<file path="config.mk">
export PLATFORM = sky130hd
export DESIGN_NAME = rv_mem_arbiter
export DESIGN_NICKNAME = d
export VERILOG_FILES = /design/src/rtl/rv_mem_arbiter.sv
export SDC_FILE = /design/constraint.sdc
export NUM_CORES = 1
export LEC_CHECK = 0
export ABC_CLOCK_PERIOD_IN_PS = 4300
export CAP_MARGIN = 15
export CORE_ASPECT_RATIO = 1.25
export CORE_UTILIZATION = 37
export CTS_CLUSTER_DIAMETER = 150
export CTS_CLUSTER_SIZE = 8
export DETAILED_ROUTE_END_ITERATION = 10
export GPL_TIMING_DRIVEN = 0
export PLACE_DENSITY = 0.76
export SLEW_MARGIN = 20
export SYNTH_ARGS = -nofsm -noshare
export SYNTH_HDL_FRONTEND = slang
export SYNTH_SLANG_ARGS = --single-unit
</file>
<file path="constraint.sdc">
create_clock -name clk_i -period 4.3 [get_ports clk_i]
set_input_delay 0.86 -clock clk_i [delete_from_list [all_inputs] [get_ports clk_i]]
set_output_delay 0.86 -clock clk_i [all_outputs]
set_load 0.02 [all_outputs]
</file>
<file path="src/rtl/rv_mem_arbiter.sv">
// Single-port memory arbiter for the uRV core: shares one bus port between
// instruction fetch and execute-stage data accesses, one transaction at a time.
module rv_mem_arbiter #(
  parameter int unsigned ADDR_WIDTH = 32
) (
  input  logic                  clk_i,
  input  logic                  rst_i,

  input  logic [ADDR_WIDTH-1:0] im_addr_i,
  input  logic                  im_rd_i,
  output logic [31:0]           im_data_o,
  output logic                  im_valid_o,

  input  logic [ADDR_WIDTH-1:0] dm_addr_i,
  input  logic [31:0]           dm_data_s_i,
  input  logic [3:0]            dm_data_select_i,
  input  logic                  dm_load_i,
  input  logic                  dm_store_i,
  output logic                  dm_ready_o,
  output logic [31:0]           dm_data_l_o,

  output logic [ADDR_WIDTH-1:0] bus_addr_o,
  output logic [31:0]           bus_data_o,
  output logic [3:0]            bus_sel_o,
  output logic                  bus_we_o,
  output logic                  bus_cyc_o,
  input  logic                  bus_ack_i,
  input  logic [31:0]           bus_data_i
);

  localparam int unsigned DATA_W = 32;
  localparam int unsigned SEL_W  = 4;

  typedef enum logic [1:0] {IDLE, DATA, FETCH, DONE} state_t;

  state_t                state_q, state_d;
  logic                  last_data_q, last_data_d;
  logic                  dm_req;
  logic                  grant_data;

  logic [ADDR_WIDTH-1:0] bus_addr_d;
  logic [DATA_W-1:0]     bus_data_d;
  logic [SEL_W-1:0]      bus_sel_d;
  logic                  bus_we_d;
  logic                  bus_cyc_d;
  logic [DATA_W-1:0]     im_data_d;
  logic                  im_valid_d;
  logic [DATA_W-1:0]     dm_data_l_d;
  logic                  dm_ready_d;

  assign dm_req     = dm_load_i | dm_store_i;
  // Data wins contention unless it won the previous contended/uncontended grant.
  assign grant_data = dm_req & ~(im_rd_i & last_data_q);

  always_ff @(posedge clk_i or posedge rst_i) begin
    if (rst_i) begin
      state_q     <= IDLE;
      last_data_q <= 1'b0;
      bus_addr_o  <= '0;
      bus_data_o  <= '0;
      bus_sel_o   <= '0;
      bus_we_o    <= 1'b0;
      bus_cyc_o   <= 1'b0;
      im_data_o   <= '0;
      im_valid_o  <= 1'b0;
      dm_data_l_o <= '0;
      dm_ready_o  <= 1'b0;
    end else begin
      state_q     <= state_d;
      last_data_q <= last_data_d;
      bus_addr_o  <= bus_addr_d;
      bus_data_o  <= bus_data_d;
      bus_sel_o   <= bus_sel_d;
      bus_we_o    <= bus_we_d;
      bus_cyc_o   <= bus_cyc_d;
      im_data_o   <= im_data_d;
      im_valid_o  <= im_valid_d;
      dm_data_l_o <= dm_data_l_d;
      dm_ready_o  <= dm_ready_d;
    end
  end

  // Next-state and next-output logic; bus fields hold their value unless updated.
  always_comb begin
    state_d     = state_q;
    last_data_d = last_data_q;
    bus_addr_d  = bus_addr_o;
    bus_data_d  = bus_data_o;
    bus_sel_d   = bus_sel_o;
    bus_we_d    = bus_we_o;
    bus_cyc_d   = bus_cyc_o;
    im_data_d   = im_data_o;
    im_valid_d  = 1'b0;
    dm_data_l_d = dm_data_l_o;
    dm_ready_d  = 1'b0;

    case (state_q)
      IDLE: begin
        if (grant_data) begin
          state_d     = DATA;
          last_data_d = 1'b1;
          bus_addr_d  = dm_addr_i;
          bus_data_d  = dm_data_s_i;
          bus_sel_d   = dm_data_select_i;
          bus_we_d    = dm_store_i;
          bus_cyc_d   = 1'b1;
        end else if (im_rd_i) begin
          state_d     = FETCH;
          last_data_d = 1'b0;
          bus_addr_d  = im_addr_i;
          bus_sel_d   = SEL_W'(4'b1111);
          bus_we_d    = 1'b0;
          bus_cyc_d   = 1'b1;
        end
      end
      DATA: begin
        if (bus_ack_i) begin
          state_d     = DONE;
          bus_cyc_d   = 1'b0;
          bus_we_d    = 1'b0;
          dm_data_l_d = bus_data_i;
          dm_ready_d  = 1'b1;
        end
      end
      FETCH: begin
        if (bus_ack_i) begin
          state_d    = DONE;
          bus_cyc_d  = 1'b0;
          bus_we_d   = 1'b0;
          im_data_d  = bus_data_i;
          im_valid_d = 1'b1;
        end
      end
      DONE:    state_d = IDLE;
      default: state_d = IDLE;
    endcase
  end

endmodule
</file>
* After elaboration in Yosys (flattened, before gate mapping)
Index checks and enable logic that the tools add are counted.
** Storage, ports and cells
- Register bits after elaboration :: 139
- Word-level logic and storage cells :: 49
- Output and inout bits :: 136
** Operators by class
- Eq/ne operators :: 5
- Reductions and logical operators :: 10
- Muxes and demuxes :: 19
- Bitwise operators :: 4
** Operator list (count)
- 32-bit 2-to-1 mux :: 2
- 2-bit AND reduction :: 5
- 1-bit 2-to-1 mux :: 9
- 4-bit 2-to-1 mux :: 2
- 2-bit 2-to-1 mux :: 3
- 2-bit one-hot mux with 3 select lines :: 1
- 2-bit equality test (second input constant) :: 2
- 1-bit one-hot mux with 2 select lines :: 2
- 2-bit nonzero test :: 2
- 3-bit != test (second input constant) :: 1
- 3-bit AND reduction :: 1
- 1-bit AND :: 2
- 2-bit by 1-bit equality test with 1-bit output (second input constant) :: 1
- 2-bit logical NOT :: 1
- 2-bit by 1-bit != test with 1-bit output (second input constant) :: 1
- 2-bit OR reduction :: 1
- 1-bit inverter :: 1
- 1-bit bitwise OR :: 1

* Longest topological paths before layout
- Word-level depth :: 5
- Mapped depth :: 7
- Depth with buffers taken out :: 5

* Worst setup path before layout
OpenSTA, ideal clock, no wires.
- Path kind :: input-to-reg
- Start :: input dm_store_i
- End :: register bus_data_o[0]
- Setup slack :: 2413 ps
- Arrival time :: 1762 ps
- Stages on the path :: 5
- Path buffers :: 2
- Cell sequence :: a2bb2oi_2 buf_4 nand2_4 buf_6 mux2_4
** On the way
- Word-level cells in the longest chain between the ends :: 3
** Ends and longest elaborated chain
- start, declared :: line 18 : input logic dm_store_i,
- 1-bit bitwise OR :: line 51 : assign dm_req = dm_load_i | dm_store_i;
- 1-bit AND :: line 53 : assign grant_data = dm_req & ~(im_rd_i & last_data_q);
- 2-bit AND reduction (no source line)
- end signal, assigned :: line 72 : bus_data_o <= bus_data_d;
- end, declared :: line 23 : output logic [31:0] bus_data_o,
No other way between the ends.
A chain may end at the register's enable or synchronous reset.

* Final worst setup path
- Start :: register im_data_o[25]
- End :: output im_data_o[25]
** RTL lines
- start, declared :: line 11 : output logic [31:0] im_data_o,
- start signal, assigned :: line 76 : im_data_o <= im_data_d;
No word-level cell between the ends.

==> flow_metrics.py <==
metrics = {
    "status": {
        "status": "completed",
    },
    "cts": {
        "post_cts_buffers": 0,
        "clk_latency_ps": 410,
        "cts.sinks": 139,
        "cts_made_buffers": 17,
        "cts_tree": "done",
        "cts_max_path_buffers": 2,
        "cts-hold-fix-buffers": 0,
        "clk_pin_slew_ps": 60,
        "h-tree-depth": 4,
        "cts.repair.resized": 0,
        "clockRootBuffer": "clkbuf_16",
    },
    "synthesis": {
        "synth_cell_types": 22,
        "synth_ff_type": "dfrtp_1",
        "synth_top_area_share_pct": 61.5,
        "yosys-top-cells-area": "dfrtp_1 (62%), mux2_2 (15%), mux2_4 (6.6%)",
        "ys_seq_area_share_pct": 61.5,
        "ys_ff_latch": 139,
        "syn-num-nets": 530,
        "synth_area_um2": 5650,
        "synth_edf_count": 0,
        "postSynth.asyncResetShare_pct": 100,
        "synth_warnings": 0,
        "synth_cells": 387,
        "yosysTopAreaCell": "dfrtp_1",
        "synth.avg_cell_area_um2": 14.6,
    },
    "power_and_ir_drop": {
        "pwr-share-seq_pct": 31.3,
        "p_sw_w": 0.00265,
        "powerDensity_nw_per_um2": 796,
        "peakVddDrop_mv": 0.326,
        "p_total_w": 0.00738,
        "p_clk_share_pct": 18.9,
        "p_comb_share_pct": 49.8,
        "intPower_w": 0.00473,
        "leakage_nw": 4.13,
        "switching_share_pct": 35.9,
    },
    "drt": {
        "vias": 4161,
        "vias_per_cell": 4.74,
        "initialDrtViolationCount": 106,
        "drt_drc_violations_left": 0,
        "dr.pass1.iters": 4,
        "ant_nets": 0,
        "wl_mm": 14.4,
        "routedWlPerCell_um": 16.4,
    },
    "worst_setup_path": {
        "rr_startpoint": "state_q[0]",
        "cp_cell_sequence": "clkdlybuf4s50_1",
        "critPathTopFamily": "buffers and inverters",
        "path_class": "reg -> out",
        "arrival_ps": 1400,
        "crit_fanout": 2,
        "required_ps": 3440,
        "cp-start-kind": "flop",
        "endpoint_kind": "primary output",
        "cpMaxStageDelayCell": "clkdlybuf4s50_1",
        "cpPeakStageDelay_ps": 640,
        "startpoint": "im_data_o[25]",
        "cp_num_buf_inv": 1,
    },
    "sta": {
        "fin_tns_setup_ps": 0,
        "worst_pin_slew_ps": 676,
        "rsz0062_at_grt": "no",
        "min_period_ps": 2260,
        "hold_viol": 0,
        "finalMaxSlewViolations": 0,
        "timing.slew.headroom_pct": 54.9,
        "max_freq_ghz": 0.442,
        "post-route-period-util_pct": 52.6,
        "skew_ps": 11.2,
        "final-setup-viol-count": 0,
    },
    "global_route": {
        "grt_pass1_vias": 4542,
        "grt.total_usage_pct": 18.9,
        "antenna_found_initial": 0,
        "grt_max_degree": 37,
        "met2_usage_pct": 33.6,
        "met3_usage_pct": 4.72,
        "grt-busiest-layer": "met2",
        "use_met1_pct": 21.1,
        "grt_overflow": 0,
        "grt_pass1_wl_mm": 23.2,
    },
    "floorplan": {
        "io_pins": 274,
        "die_y_um": 140,
        "die_w_um": 113,
        "design.core.area_um2": 15000,
        "rows": 50,
        "dieArea_um2": 15800,
        "start_util_pct": 37.8,
    },
    "min_path": {
        "hp-start": "bus_addr_o[26]",
        "worstHoldPathType": "reg -> reg",
    },
    "place": {
        "port-buffer-count": 273,
        "dp_hpwl_mm": 11.2,
        "finalWeightedCongestion": 0.758,
    },
    "final_layout": {
        "syn_to_final_growth_pct": 64.0,
        "drive_above_1_share_pct": 22.3,
        "diodes": 0,
        "final_nets": 826,
    },
    "flow_run": {
        "max_cap_violations": 0,
    },
}
kinds of logic (layout without fill, tap and decap cells):
kind of cell / count (synthesis) / in the layout / share of synthesized area (%)
fa+ha+maj: 5 / 5 / 1.11
mux: 133 / 133 / 27.4
compound gates: 42 / 42 / 4.29
buf+inv: 27 / 336 / 2.72
simple gates: 41 / 41 / 2.97
flops: 139 / 139 / 61.5
power by group through the flow:
stage / Combinational, W / Clock (W) / Sequential [W]
global route: 0.00388 / 0.00149 / 0.00240
global placement: 0.00363 / 0 / 0.00230
floorplan: 0.00118 / 0 / 0.00309
detailed placement: 0.00370 / 0 / 0.00233
finish: 0.00367 / 0.00139 / 0.00231
CTS: 0.00372 / 0.00143 / 0.00232
cells in the mapped netlist, drive strengths merged, types with 2 or more instances:
| master | n |
|---|---|
| dfrtp | 139 |
| mux2 | 98 |
| nand2 | 37 |
| mux2i | 35 |
| o21ai | 32 |
| buf | 18 |
| inv | 7 |
| ha | 5 |
| o22a | 4 |
| a211oi | 2 |
| a21oi | 2 |
| clkbuf | 2 |
| nor2b | 2 |
placed cells by master, fill, tap and decap left out:
| cell type | count |
|---|---|
| a211oi_1 | 2 |
| a21oi_1 | 2 |
| a2bb2oi_2 | 1 |
| buf_12 | 3 |
| buf_16 | 1 |
| buf_2 | 11 |
| buf_4 | 4 |
| buf_6 | 3 |
| bufinv_16 | 1 |
| clkbuf_1 | 2 |
| clkbuf_16 | 17 |
| clkbuf_2 | 1 |
| clkdlybuf4s50_1 | 273 |
| clkinv_2 | 1 |
| clkinv_4 | 3 |
| clkinvlp_4 | 5 |
| dfrtp_1 | 139 |
| ha_1 | 5 |
| inv_1 | 6 |
| inv_6 | 4 |
| inv_8 | 1 |
| mux2_2 | 73 |
| mux2_4 | 25 |
| mux2i_1 | 35 |
| nand2_1 | 36 |
| nand2_4 | 1 |
| nor2_1 | 1 |
| nor2b_1 | 2 |
| nor3_1 | 1 |
| o21ai_0 | 32 |
| o22a_1 | 4 |
| o31ai_1 | 1 |
registers in the layout (all words and copies together), names as in the netlist:
register,cells
state_q,2
dm_data_l_o,32
last_data_q,1
bus_data_o,32
im_valid_o,1
bus_cyc_o,1
im_data_o,32
bus_sel_o,4
dm_ready_o,1
bus_addr_o,32
bus_we_o,1
through the flow:
step | std cells | hold WS (ps) | utilization (%) | cell area [um^2] | setup slack (ps)
floorplan | 387 | 488 | - | 5660 | 1700
global placement | 842 | 462 | 57.6 | 8620 | 580
detailed placement | 846 | 472 | 58.2 | 8700 | 1730
CTS | 878 | 485 | 62.0 | 9270 | 2010
global route | 878 | 492 | 62.0 | 9270 | 1990
finish | 878 | 479 | 62.0 | 9270 | 2040
final timing paths:
check | endpoint | slack [ps] | cells past startpoint
setup / recovery | im_data_o[25] | 2040 | 1
hold / removal | bus_addr_o[26] | 480 | 2
setup reg to reg | bus_we_o | 2400 | 5
hold reg to reg | bus_addr_o[26] | 480 | 2
max in group asynchronous | dm_data_l_o[0] | 2410 | 5
min in group asynchronous | bus_data_o[16] | 900 | 2
per-layer routing:
metal  vias up  wire length, um
li1       1941                -
met1      2024             5480
met2       168             7700
met3        28              835
met4         0              428
met5         -                0
area by class of cell:
| class | count | area, um^2 |
|---|---|---|
| well taps | 182 | 228 |
| repair buffers | 277 | 2820 |
| inverters | 7 | 30.0 |
| clock inverters | 14 | 138 |
| multi-input cells | 221 | 2020 |
| flip-flops and latches | 139 | 3480 |
| clock buffers | 18 | 429 |
| fillers | 1203 | 5680 |
| plain buffers | 20 | 128 |
Power figures use the tool's default switching activity.
